--- src/rtl/click_sub_scheduler.sv ---
// Shared-subtractor scheduler for NREQ click-style requesters.
// Input requests and the output acknowledge are 2-phase toggles from
// asynchronous logic. Each passes through a 2-flop synchroniser before use.
// Requesters are granted round-robin. Each grant occupies the subtractor for
// max(delay_cfg,1) cycles. The result is then presented on a single 2-phase
// output channel. The requester is acknowledged only once that output
// transfer has completed.
module click_sub_scheduler #(
  parameter int NREQ  = 4,
  parameter int WIDTH = 12,
  parameter int SRC_W = 2
) (
  input  logic                  clk,
  input  logic                  reset,
  input  logic [NREQ-1:0]       in_req,
  input  logic [NREQ*WIDTH-1:0] in_a,
  input  logic [NREQ*WIDTH-1:0] in_b,
  output logic [NREQ-1:0]       in_ack,
  input  logic [3:0]            delay_cfg,
  output logic                  out_req,
  input  logic                  out_ack,
  output logic [WIDTH-1:0]      out_data,
  output logic                  out_borrow,
  output logic [SRC_W-1:0]      out_src,
  output logic                  busy
);

  typedef enum logic [1:0] {IDLE, BUSY, WAIT_OUT} state_e;

  state_e                    state_q;
  logic [NREQ-1:0]           req_s1_q, req_s_q, in_ack_q;
  logic                      oack_s1_q, oack_s_q;
  logic [SRC_W-1:0]          ptr_q, sel_q;
  logic [3:0]                cnt_q;
  logic [WIDTH-1:0]          a_q, b_q;
  logic                      out_req_q, out_borrow_q, busy_q;
  logic [WIDTH-1:0]          out_data_q;
  logic [SRC_W-1:0]          out_src_q;

  logic [NREQ-1:0]           pending;
  logic [NREQ-1:0][WIDTH-1:0] a_arr, b_arr;
  logic                      gnt_vld_d;
  logic [SRC_W-1:0]          gnt_d;
  logic [WIDTH-1:0]          diff_d;
  logic                      borrow_d;

  // Unpack the flat operand buses into per-requester lanes.
  for (genvar i = 0; i < NREQ; i++) begin : g_lane
    assign a_arr[i] = in_a[i*WIDTH +: WIDTH];
    assign b_arr[i] = in_b[i*WIDTH +: WIDTH];
  end

  // A request is outstanding while its synchronised toggle differs from our ack.
  assign pending = req_s_q ^ in_ack_q;

  // Round-robin pick: the lowest offset from ptr that is pending wins.
  always_comb begin
    int idx;
    gnt_vld_d = 1'b0;
    gnt_d     = '0;
    for (int k = NREQ - 1; k >= 0; k--) begin
      idx = int'(ptr_q) + k;
      if (idx >= NREQ) idx = idx - NREQ;
      if (pending[idx]) begin
        gnt_vld_d = 1'b1;
        gnt_d     = SRC_W'(idx);
      end
    end
  end

  // The extra MSB of the widened subtraction is the unsigned borrow.
  always_comb begin
    {borrow_d, diff_d} = {1'b0, a_q} - {1'b0, b_q};
  end

  // Two-flop synchronisers for the asynchronous toggle inputs.
  always_ff @(posedge clk or negedge reset) begin
    if (!reset) begin
      req_s1_q  <= '0;
      req_s_q   <= '0;
      oack_s1_q <= 1'b0;
      oack_s_q  <= 1'b0;
    end else begin
      req_s1_q  <= in_req;
      req_s_q   <= req_s1_q;
      oack_s1_q <= out_ack;
      oack_s_q  <= oack_s1_q;
    end
  end

  // Scheduler FSM: grant, model the subtractor delay, then hand off and ack.
  always_ff @(posedge clk or negedge reset) begin
    if (!reset) begin
      state_q      <= IDLE;
      ptr_q        <= '0;
      sel_q        <= '0;
      cnt_q        <= '0;
      a_q          <= '0;
      b_q          <= '0;
      in_ack_q     <= '0;
      out_req_q    <= 1'b0;
      out_data_q   <= '0;
      out_borrow_q <= 1'b0;
      out_src_q    <= '0;
      busy_q       <= 1'b0;
    end else begin
      case (state_q)
        IDLE: begin
          if (gnt_vld_d) begin
            sel_q   <= gnt_d;
            a_q     <= a_arr[gnt_d];
            b_q     <= b_arr[gnt_d];
            cnt_q   <= (delay_cfg == 4'd0) ? 4'd1 : delay_cfg;
            state_q <= BUSY;
            busy_q  <= 1'b1;
          end
        end
        BUSY: begin
          cnt_q <= cnt_q - 4'd1;
          if (cnt_q == 4'd1) begin
            out_data_q   <= diff_d;
            out_borrow_q <= borrow_d;
            out_src_q    <= sel_q;
            out_req_q    <= ~out_req_q;
            state_q      <= WAIT_OUT;
          end
        end
        WAIT_OUT: begin
          if (oack_s_q == out_req_q) begin
            in_ack_q[sel_q] <= ~in_ack_q[sel_q];
            ptr_q   <= (sel_q == SRC_W'(NREQ - 1)) ? '0 : sel_q + SRC_W'(1);
            state_q <= IDLE;
            busy_q  <= 1'b0;
          end
        end
        default: begin
          state_q <= IDLE;
          busy_q  <= 1'b0;
        end
      endcase
    end
  end

  assign in_ack     = in_ack_q;
  assign out_req    = out_req_q;
  assign out_data   = out_data_q;
  assign out_borrow = out_borrow_q;
  assign out_src    = out_src_q;
  assign busy       = busy_q;

endmodule

--- config.mk ---
export PLATFORM = sky130hd
export DESIGN_NAME = click_sub_scheduler
export DESIGN_NICKNAME = d
export VERILOG_FILES = /design/src/rtl/click_sub_scheduler.sv
export SDC_FILE = /design/constraint.sdc
export NUM_CORES = 1
export LEC_CHECK = 0
export CORE_MARGIN = 2
export CORE_UTILIZATION = 50
export CTS_CLUSTER_SIZE = 8
export DETAILED_ROUTE_END_ITERATION = 16
export GPL_TIMING_DRIVEN = 0
export PLACE_DENSITY = 0.86
export SYNTH_ARGS = -nofsm -noshare
export SYNTH_HDL_FRONTEND = slang
export SYNTH_SLANG_ARGS = --single-unit
export TNS_END_PERCENT = 50
--- constraint.sdc ---
create_clock -name clk -period 5.17 [get_ports clk]
set_input_delay 0.517 -clock clk [delete_from_list [all_inputs] [get_ports clk]]
set_output_delay 0.517 -clock clk [all_outputs]
set_load 0.005 [all_outputs]
* Yosys cells after proc, flatten, opt, wreduce, memory -nomap -nowiden *
Cells that the tools add are included.

storage, ports and cells
  input bits = 107
  output and inout bits = 21
  logic and storage cells = 103
  bits in registers = 65

operators by class
  $add $sub $neg = 10
  eq/ne operators = 8
  multiplexer cells = 44
  bitwise gates (word level) = 4
  reduce and logical (&&, ||, !) cells = 10
  order comparisons = 11

operator list
  operator               number
  $lt A32 B4 Y1 const B  4
  $mux W32               4
  $bmux W12 S2           2
  $mux W12               2
  $mux W1                16
  $mux W2                8
  $sub A12 B12 Y13       1
  $sub A3 B3 Y4 const B  3
  $bmux W1 S2            5
  $ge A3 B3 Y1 const B   3
  $mux W4                2
  $pmux W4 S2            1
  $reduce_and A2 Y1      4
  $add A2 B2 Y3 const B  2
  $lt A2 B3 Y1 const B   2
  $ne A2 B2 Y1 const B   3
  $pmux W2 S3            1
  $reduce_and A3 Y1      2
  $bwmux W4              1
  $eq A2 B2 Y1 const B   2
  $eq A4 B1 Y1 const B   1
  $logic_not A4 Y1       1
  $sub A2 B3 Y4 const B  1
  $sub A4 B1 Y4 const B  1
  other kinds (13)       15

* Depth between registers and ports, before layout *
Gate-level depths: netlist (run 1).

  depth after elaboration = 12
  mapped depth = 9

* Worst setup path after synthesis (run 1) *
OpenSTA, ideal clock, no wires.

  kind = register to register
  from = reg a_q[0]
  to = reg out_data_q[10] (netlist: out_data[10])
  stages on the path, launching flop included = 10
  arrival time = 1.958 ns
  period minus slack after synthesis = 2.053 ns
  required time = 5.075 ns
  buffers on the path = 0
  path slack = 3.117 ns
  path through = dfrtp_1 > inv_1 > ha_1 > fa_1 > nand2b_1 > a21boi_0 > o21ai_0 > a211oi_1 > nor3_1 > o31ai_1

between the ends
  longest elaborated chain between the ends = 1

ends and longest elaborated chain
  what                    RTL line  source
  from (decl)             35        logic [WIDTH-1:0] a_q, b_q;
  from (signal assigned)  111       a_q <= a_arr[gnt_d];
  $sub A12 B12 Y13        73        {borrow_d, diff_d} = {1'b0, a_q} - {1'b0, b_q};
  to (signal assigned)    121       out_data_q <= diff_d;
  to (decl)               37        logic [WIDTH-1:0] out_data_q;

No other way between the ends.
A chain may end at the register's enable or synchronous reset.

* Final worst setup path (run 1) *
  from = reg in_ack_q[2] (netlist: in_ack[2])
  to = reg a_q[8]

between the ends
  longest elaborated chain between the ends = 10
  elaborated cells between the ends (all ways) = 24
  those cells by class = mux: 22; bitwise: 1; reduce/logical: 1

ends and longest elaborated chain
  what                                         RTL line  source
  from (decl)                                  31        logic [NREQ-1:0] req_s1_q, req_s_q, in_ack_q;
  from (signal, indexed assignment)            130       in_ack_q[sel_q] <= ~in_ack_q[sel_q];
  $xor A4 B4 Y4 (*)                            54        assign pending = req_s_q ^ in_ack_q;
  $bmux W1 S2                                  64        if (pending[idx]) begin
  $mux W1 (not written as such) (2 in series)  64
  $mux W2 (4 in series)                        64
  $bmux W12 S2                                 111
  $mux W12 (not written as such)               111

Mark *: on every way between the ends. The rest lies on a longest branch, timed or not. The select of a mux whose other input is x is not followed.

==> metrics.md, run 1 <==
| Metric | Value |
|---|---|
| Status | finished clean |
| M1 WL | 4260 um |
| Largest net degree at the start of global routing | 38 |
| Port bufs | 127 |
| Clk_lat worst skew | 0.34 ns |
| Ys flop type | dfrtp_1 |
| Yosys reg bits | 65 |
| Clock tree from TritonCTS | yes |
| # fillers | 529 |
| Synth Area in XOR/XNOR | 0.0320 |
| Cells after Synth | 368 |
| Synth Area in Compound Gates | 0.148 |
| Vias in the first global route | 3,475 |
| Root Buffer | clkbuf_8 |
| Placer Congestion | 0.884 |
| Synth Area in Simple Gates | 0.116 |
| Crit path launch type | register |
| Final setup fails | 0 |
| Final setup margin | 2.70 ns |
| Drc violations | 0 |
| Max Freq | 0.404 GHz |
| Count leader, synth | dfrtp_1 |
| Setup_tns | 0 ns |
| Ranking of synthesized cells by area | dfrtp_1 (43%), mux2i_1 (13%), ha_1 (5.9%) |
| Initial antenna violation count | 0 |
| Pre-CTS setup slack | 2.71 ns |
| Largest family of logic cells by synthesized area | multiplexers |
| EDFF count, synth | 0 |
| Post-synthesis mux area share | 0.156 |
| Final nets | 633 |
| Leakage | 2.51 nW |
| Core Footprint | 7290 um^2 |
| Via count | 3,385 |
| Adder-Cell Fraction of Synth Area | 0.0647 |
| Sequential fraction of the synthesis area | 0.429 |
| Rel. slew slack | 0.462 |
| Row cnt | 31 |
| Die Span X | 91.1 um |
| VDD IR-drop max | 0.268 mV |
| CTS Sinks | 65 |
| Mapped cell area | 3790 um^2 |
| Unrepaired setup endpoints after global routing | no |
| First-pass GRT wire length | 16,500 um |
| Initial DRC Count | 194 |
| Die footprint | 8290 um^2 |
| Met3 wire len | 535 um |
| Routed wl met2 | 5080 um |
| Layout cells sized above 1 | 0.0781 |
| Final min period | 2.47 ns |
| Clock buffer count from CTS | 9 |
| Post-CTS Hold Fix Bufs | 0 |
| Synth top area share | 0.429 |
| Synthesis warning total | 0 |
| DR vias/cell | 5.54 |
| CP endpoint kind | register |
| Gr usage total | 0.249 |
| Setup Skew | 0.0103 ns |
| Clock-pin transition on the worst setup and hold timing paths | 0.07 ns |
| Max-slew violations | 0 |
| Crit path DAT | 2.68 ns |
| Final hold vios | 0 |
| Routed WL | 10,000 um |
| Clock Tree Buf Depth | 2 |
| Die H | 91.1 um |
| Starting Density | 0.520 |
| Type of the worst min-delay path | primary input to async pin |
| WS Path Type | register to register |
| Crit path max fanout | 10 |
| Area leader, netlist | dfrtp_1 |
| Maximum Capacitance Violations | 0 |
| Htree depth | 3 |
| Pwr/cell area | 586 nW/um^2 |
| Layout Area Growth over Synthesis | 42.4% |
| Io pins | 128 |
| Worst-Margin Slew | 0.806 ns |
| Antenna-violating nets left | 0 |
| Top routing layer in use | met4 |
| Ant diodes | 0 |
| Avg Inst Size Synth | 10.3 um^2 |
| Critical Path RT | 5.38 ns |
| Asr flop ratio synth | 1.00 |
| WL/cell | 16.4 um |
| Final instance count without filler cells | 611 |
| DP HPWL | 7900 um |
| Post-synth top cells | dfrtp_1 (65), nand2_1 (53), mux2i_1 (50), o221ai_1 (24), inv_1 (23) |
| Syn_nets | 494 |
| Postcts setup bufs | 0 |
| CTS-repair resized insts | 0 |
| Drt pass-1 iters | 4 |
| Final period util | 0.478 |
| Unique masters post-synth | 46 |
| Grt total ovfl | 0 |
| Placed insts | 595 |
-- layout make-up --
cell class	instances	area [um^2]	share of cell area
multi-input cells	263	1950	0.362
flip-flops and latches	65	1630	0.301
repair buffers	128	1290	0.238
clock buffers	11	141	0.0262
plain buffers	17	124	0.0229
well taps	99	124	0.0229
inverters	23	86.3	0.0160
clock inverters	5	55.1	0.0102
-- worst paths after layout --
check,startpoint,endpoint,slack [ns],depth (start not counted)
max,in_ack[2],a_q[8],2.70,6
min,reset,req_s1_q[2],0.21,1
max reg2reg,in_ack[2],a_q[8],2.70,6
min reg2reg,req_s1_q[2],req_s_q[2],0.35,0
max in group asynchronous,reset,ptr_q[0],4.34,2
min in group clk,req_s1_q[2],req_s_q[2],0.35,0
-- through the flow --
stage | utilization | hold WS [ns] | total power (W) | cell area, um^2
after floorplan | - | 0.221 | 0.00211 | 3790
after global placement | 0.711 | 0.335 | 0.00264 | 5190
after detailed placement | 0.713 | 0.335 | 0.00271 | 5200
after CTS | 0.740 | 0.215 | 0.00316 | 5400
after global routing | 0.740 | 0.256 | 0.00340 | 5400
final | 0.740 | 0.208 | 0.00316 | 5400
-- layer usage --
metal,GRT usage,up-vias
li1,-,1617
met1,0.315,1648
met2,0.428,105
met3,0.0448,15
met4,0.0871,0
met5,0,-
-- report_power, final --
group          switching [W]  leakage [nW]  internal [W]
Sequential          0.000158         0.803      0.000716
Combinational       0.000966          1.61      0.000889
Clock               0.000201        0.0953      0.000234
-- cells in the final DEF (no fill, tap or decap), types with 2 or more instances in the layout --
cell / instances
and3_1: 3
a211oi_1: 2
mux2i_1: 50
nand2_1: 53
ha_1: 18
dfrtp_1: 65
o221ai_1: 24
clkbuf_8: 10
o21ai_0: 22
clkinv_2: 2
xor2_1: 4
a21boi_0: 2
nor3_1: 6
nor2b_1: 2
inv_1: 23
a221o_1: 3
buf_2: 4
a21oi_1: 10
or3_1: 2
nand2b_1: 3
nand3_1: 3
o211ai_1: 2
clkbuf_1: 7
o31ai_1: 3
clkdlybuf4s50_1: 126
o21a_1: 2
mux2_2: 8
o2111ai_1: 2
nor3b_1: 2
or4_1: 2
xnor2_1: 8
clkinvlp_4: 2
nor2_1: 12
buf_6: 7
-- state kept, by name (all words and copies together) (netlist names) --
signal,cells
state_q,2
ptr_q,2
busy,1
a_q,12
out_data,12
sel_q,2
oack_s_q,1
out_src,2
cnt_q,4
oack_s1_q,1
b_q,12
in_ack,4
req_s1_q,4
out_borrow,1
req_s_q,4
out_req,1
-- critical path, stage by stage, from the launching register on --
cell and delay [ns]:
dfrtp_1 0.44, xnor2_1 0.37, nor2_1 0.09, o32ai_2 0.72, buf_6 0.27, mux2i_1 0.28, o221ai_1 0.15
-- logic make-up (layout without fill, tap and decap cells) --
logic type / Yosys count / count (layout)
AOI/OAI and AO/OA: 78 / 78
muxes: 58 / 58
xor gates and xnor gates: 13 / 13
buffers and inverters: 40 / 184
DFF: 65 / 65
adders and majority gates: 19 / 19
and+or+nand+nor: 95 / 95
Power figures use the tool's default switching activity.
==> run 2, diff against run 1 <==
--- a/config.mk
+++ b/config.mk
@@ -6,11 +6,11 @@
 export NUM_CORES = 1
 export LEC_CHECK = 0
 export CORE_MARGIN = 2
-export CORE_UTILIZATION = 50
+export CORE_UTILIZATION = 46
 export CTS_CLUSTER_SIZE = 8
 export DETAILED_ROUTE_END_ITERATION = 16
 export GPL_TIMING_DRIVEN = 0
-export PLACE_DENSITY = 0.86
+export PLACE_DENSITY = 0.8
 export SYNTH_ARGS = -nofsm -noshare
 export SYNTH_HDL_FRONTEND = slang
 export SYNTH_SLANG_ARGS = --single-unit
==> constraint.sdc (replaced) <==
create_clock -name clk -period 2.3 [get_ports clk]
set_input_delay 0.23 -clock clk [delete_from_list [all_inputs] [get_ports clk]]
set_output_delay 0.23 -clock clk [all_outputs]
set_load 0.005 [all_outputs]
==> run 2 against run 1 <==
The run now ends with hold timing left; worst hold slack worse by 0.24 ns; wire length down 1.1%; maximum frequency up 14%; register-to-register slack worse by 2.6 ns; critical path type unchanged.
==> metrics.md, run 2 (synthesis results as in run 1) <==
| Metric | Value |
|---|---|
| Status | complete, but fails checks |
| Failing checks | hold timing |
| First-pass GRT wire length | 15,800 um |
| Crit path largest cell delay | 0.54 ns |
| Power Total | 0.00738 W |
| Drc violations | 0 |
| Vias in the first global route | 3,292 |
| Antenna-violating nets left | 0 |
| Clk_lat worst skew | 0.35 ns |
| Routed WL | 9920 um |
| Clock-pin transition on the worst setup and hold timing paths | 0.07 ns |
| WL/cell | 16.0 um |
| Root Buffer | clkbuf_8 |
| CP endpoint kind | register |
| WS Path Type | register to register |
| DP HPWL | 7650 um |
| Rel. slew slack | 0.473 |
| VDD IR-drop max | 0.615 mV |
| Die H | 94.8 um |
| Post-CTS Hold Fix Bufs | 0 |
| Layout Area Growth over Synthesis | 45.1% |
| Row cnt | 33 |
| Via count | 3,336 |
| Pint | 0.00434 W |
| Drt pass-1 iters | 4 |
| Ant diodes | 0 |
| Buf/Inv on CP | 2 |
| Leakage | 2.54 nW |
| Clock buffer count from CTS | 9 |
| Gr usage total | 0.231 |
| Max Freq | 0.460 GHz |
| Final hold vios | 65 |
| Switching power of the nets | 0.00304 W |
| Die Span X | 94.8 um |
| Final nets | 635 |
| DR vias/cell | 5.40 |
| Flop pwr share | 0.268 |
| Final min period | 2.17 ns |
| Slowest CP cell | or4_1 |
| Placer Congestion | 0.862 |
| Crit path DAT | 2.39 ns |
| Starting Density | 0.468 |
| Commonest non-fill, non-tap cell in the layout | clkdlybuf4s50_1 |
| Crit path max fanout | 10 |
| Gate power share | 0.588 |
| Worst-Margin Slew | 0.791 ns |
| Grt total ovfl | 0 |
| Hold_ws | -0.0288 ns |
| Initial antenna violation count | 0 |
| Most frequent cells in the layout | clkdlybuf4s50_1 (126), dfrtp_1 (63), nand2_1 (52), mux2i_1 (50), o221ai_1 (24) |
| Clock Tree Buf Depth | 2 |
| Crit path launch type | register |
| Sw frac | 0.412 |
| Clk pwr share | 0.144 |
| Setup Skew | 0.00871 ns |
| Maximum Capacitance Violations | 0 |
| Initial DRC Count | 126 |
| Final setup fails | 0 |
| Htree depth | 3 |
| Pwr/cell area | 1340 nW/um^2 |
| Critical Path RT | 2.51 ns |
| Die footprint | 8980 um^2 |
| Core Footprint | 8090 um^2 |
| Port bufs | 127 |
| Layout cells sized above 1 | 0.103 |
| Clock tree from TritonCTS | yes |
| Max-slew violations | 0 |
| Final period util | 0.945 |
| Type of the worst min-delay path | primary input to async pin |
| Critical path, cell by cell | xor2_1 > nand2_1 > a21oi_1 > or4_1 > buf_4 > buf_6 > mux2i_1 > o221ai_1 |
| CTS Sinks | 65 |
| Largest net degree at the start of global routing | 66 |
| Io pins | 128 |
| Top delay family on crit path | simple AND/OR/NAND/NOR gates |
| Final core occ | 0.680 |
## run 2: power by group through the flow
| stage | logic (W) | registers (W) | clock network, W |
|---|---|---|---|
| 2_1_floorplan | 0.00285 | 0.00190 | 0 |
| 3_3_place_gp | 0.00404 | 0.00195 | 0 |
| 3_5_place_dp | 0.00412 | 0.00198 | 0 |
| 4_1_cts | 0.00421 | 0.00197 | 0.00108 |
| 5_1_grt | 0.00476 | 0.00203 | 0.00114 |
| 6_report | 0.00434 | 0.00198 | 0.00106 |
## run 2: worst paths after layout
path                             start     endpoint  slack [ns]  cells after the start
setup / recovery             in_ack[0]       a_q[1]        0.13                      8
hold / removal                   reset  req_s1_q[2]       -0.03                      1
setup reg to reg             in_ack[0]       a_q[1]        0.13                      8
hold reg to reg            req_s1_q[0]   req_s_q[0]        0.35                      0
max in group asynchronous        reset    in_ack[0]        1.78                      1
min in group clk               out_ack    oack_s1_q        0.32                      1
## run 2: cell type report
| type | instances | area (um^2) |
|---|---|---|
| Clock buffer | 12 | 145 |
| Buffer | 17 | 125 |
| Sequential cell | 65 | 1630 |
| Fill cell | 642 | 2590 |
| Inverter | 23 | 86.3 |
| Timing Repair Buffer | 130 | 1290 |
| Clock inverter | 3 | 65.1 |
| Tap cell | 105 | 131 |
| Multi-Input combinational cell | 263 | 2030 |
## run 2: worst reg2reg max path, cell delays in order, from the launching register on
cell and delay [ns]:
dfrtp_2 0.45, xor2_1 0.19, nand2_1 0.09, a21oi_1 0.05
or4_1 0.54, buf_4 0.21, buf_6 0.18, mux2i_1 0.21
o221ai_1 0.13
## run 2: timing repair
action / 4_1_cts / 5_1_grt
gates resized for setup: 7 / 13
pin swaps: 1 / 5
setup endpoints to repair: 25 / 26
setup buffers: 0 / 3
endpoints found under the hold margin: 0 / 0
cloned: 0 / 0
## run 2: stage by stage
stage	setup slack (ns)	instance area (um^2)	instances	hold WS [ns]	setup TNS, ns
detailed placement	-0.175	5190	600	0.336	-2.31
floorplan	0.247	3790	368	-0.0656	0
CTS	0.0105	5430	615	0.00112	0
global route	-0.0202	5500	618	0.0537	-0.0271
global placement	-1.06	5190	600	0.334	-69.20
finish	0.127	5500	618	-0.0288	0
## run 2: per-layer routing
layer,global-route usage,up-vias,share of wire
met3,0.0383,22,0.050
met2,0.365,97,0.48
met5,0,-,0
met4,0.115,0,0.029
li1,-,1614,-
met1,0.309,1603,0.44
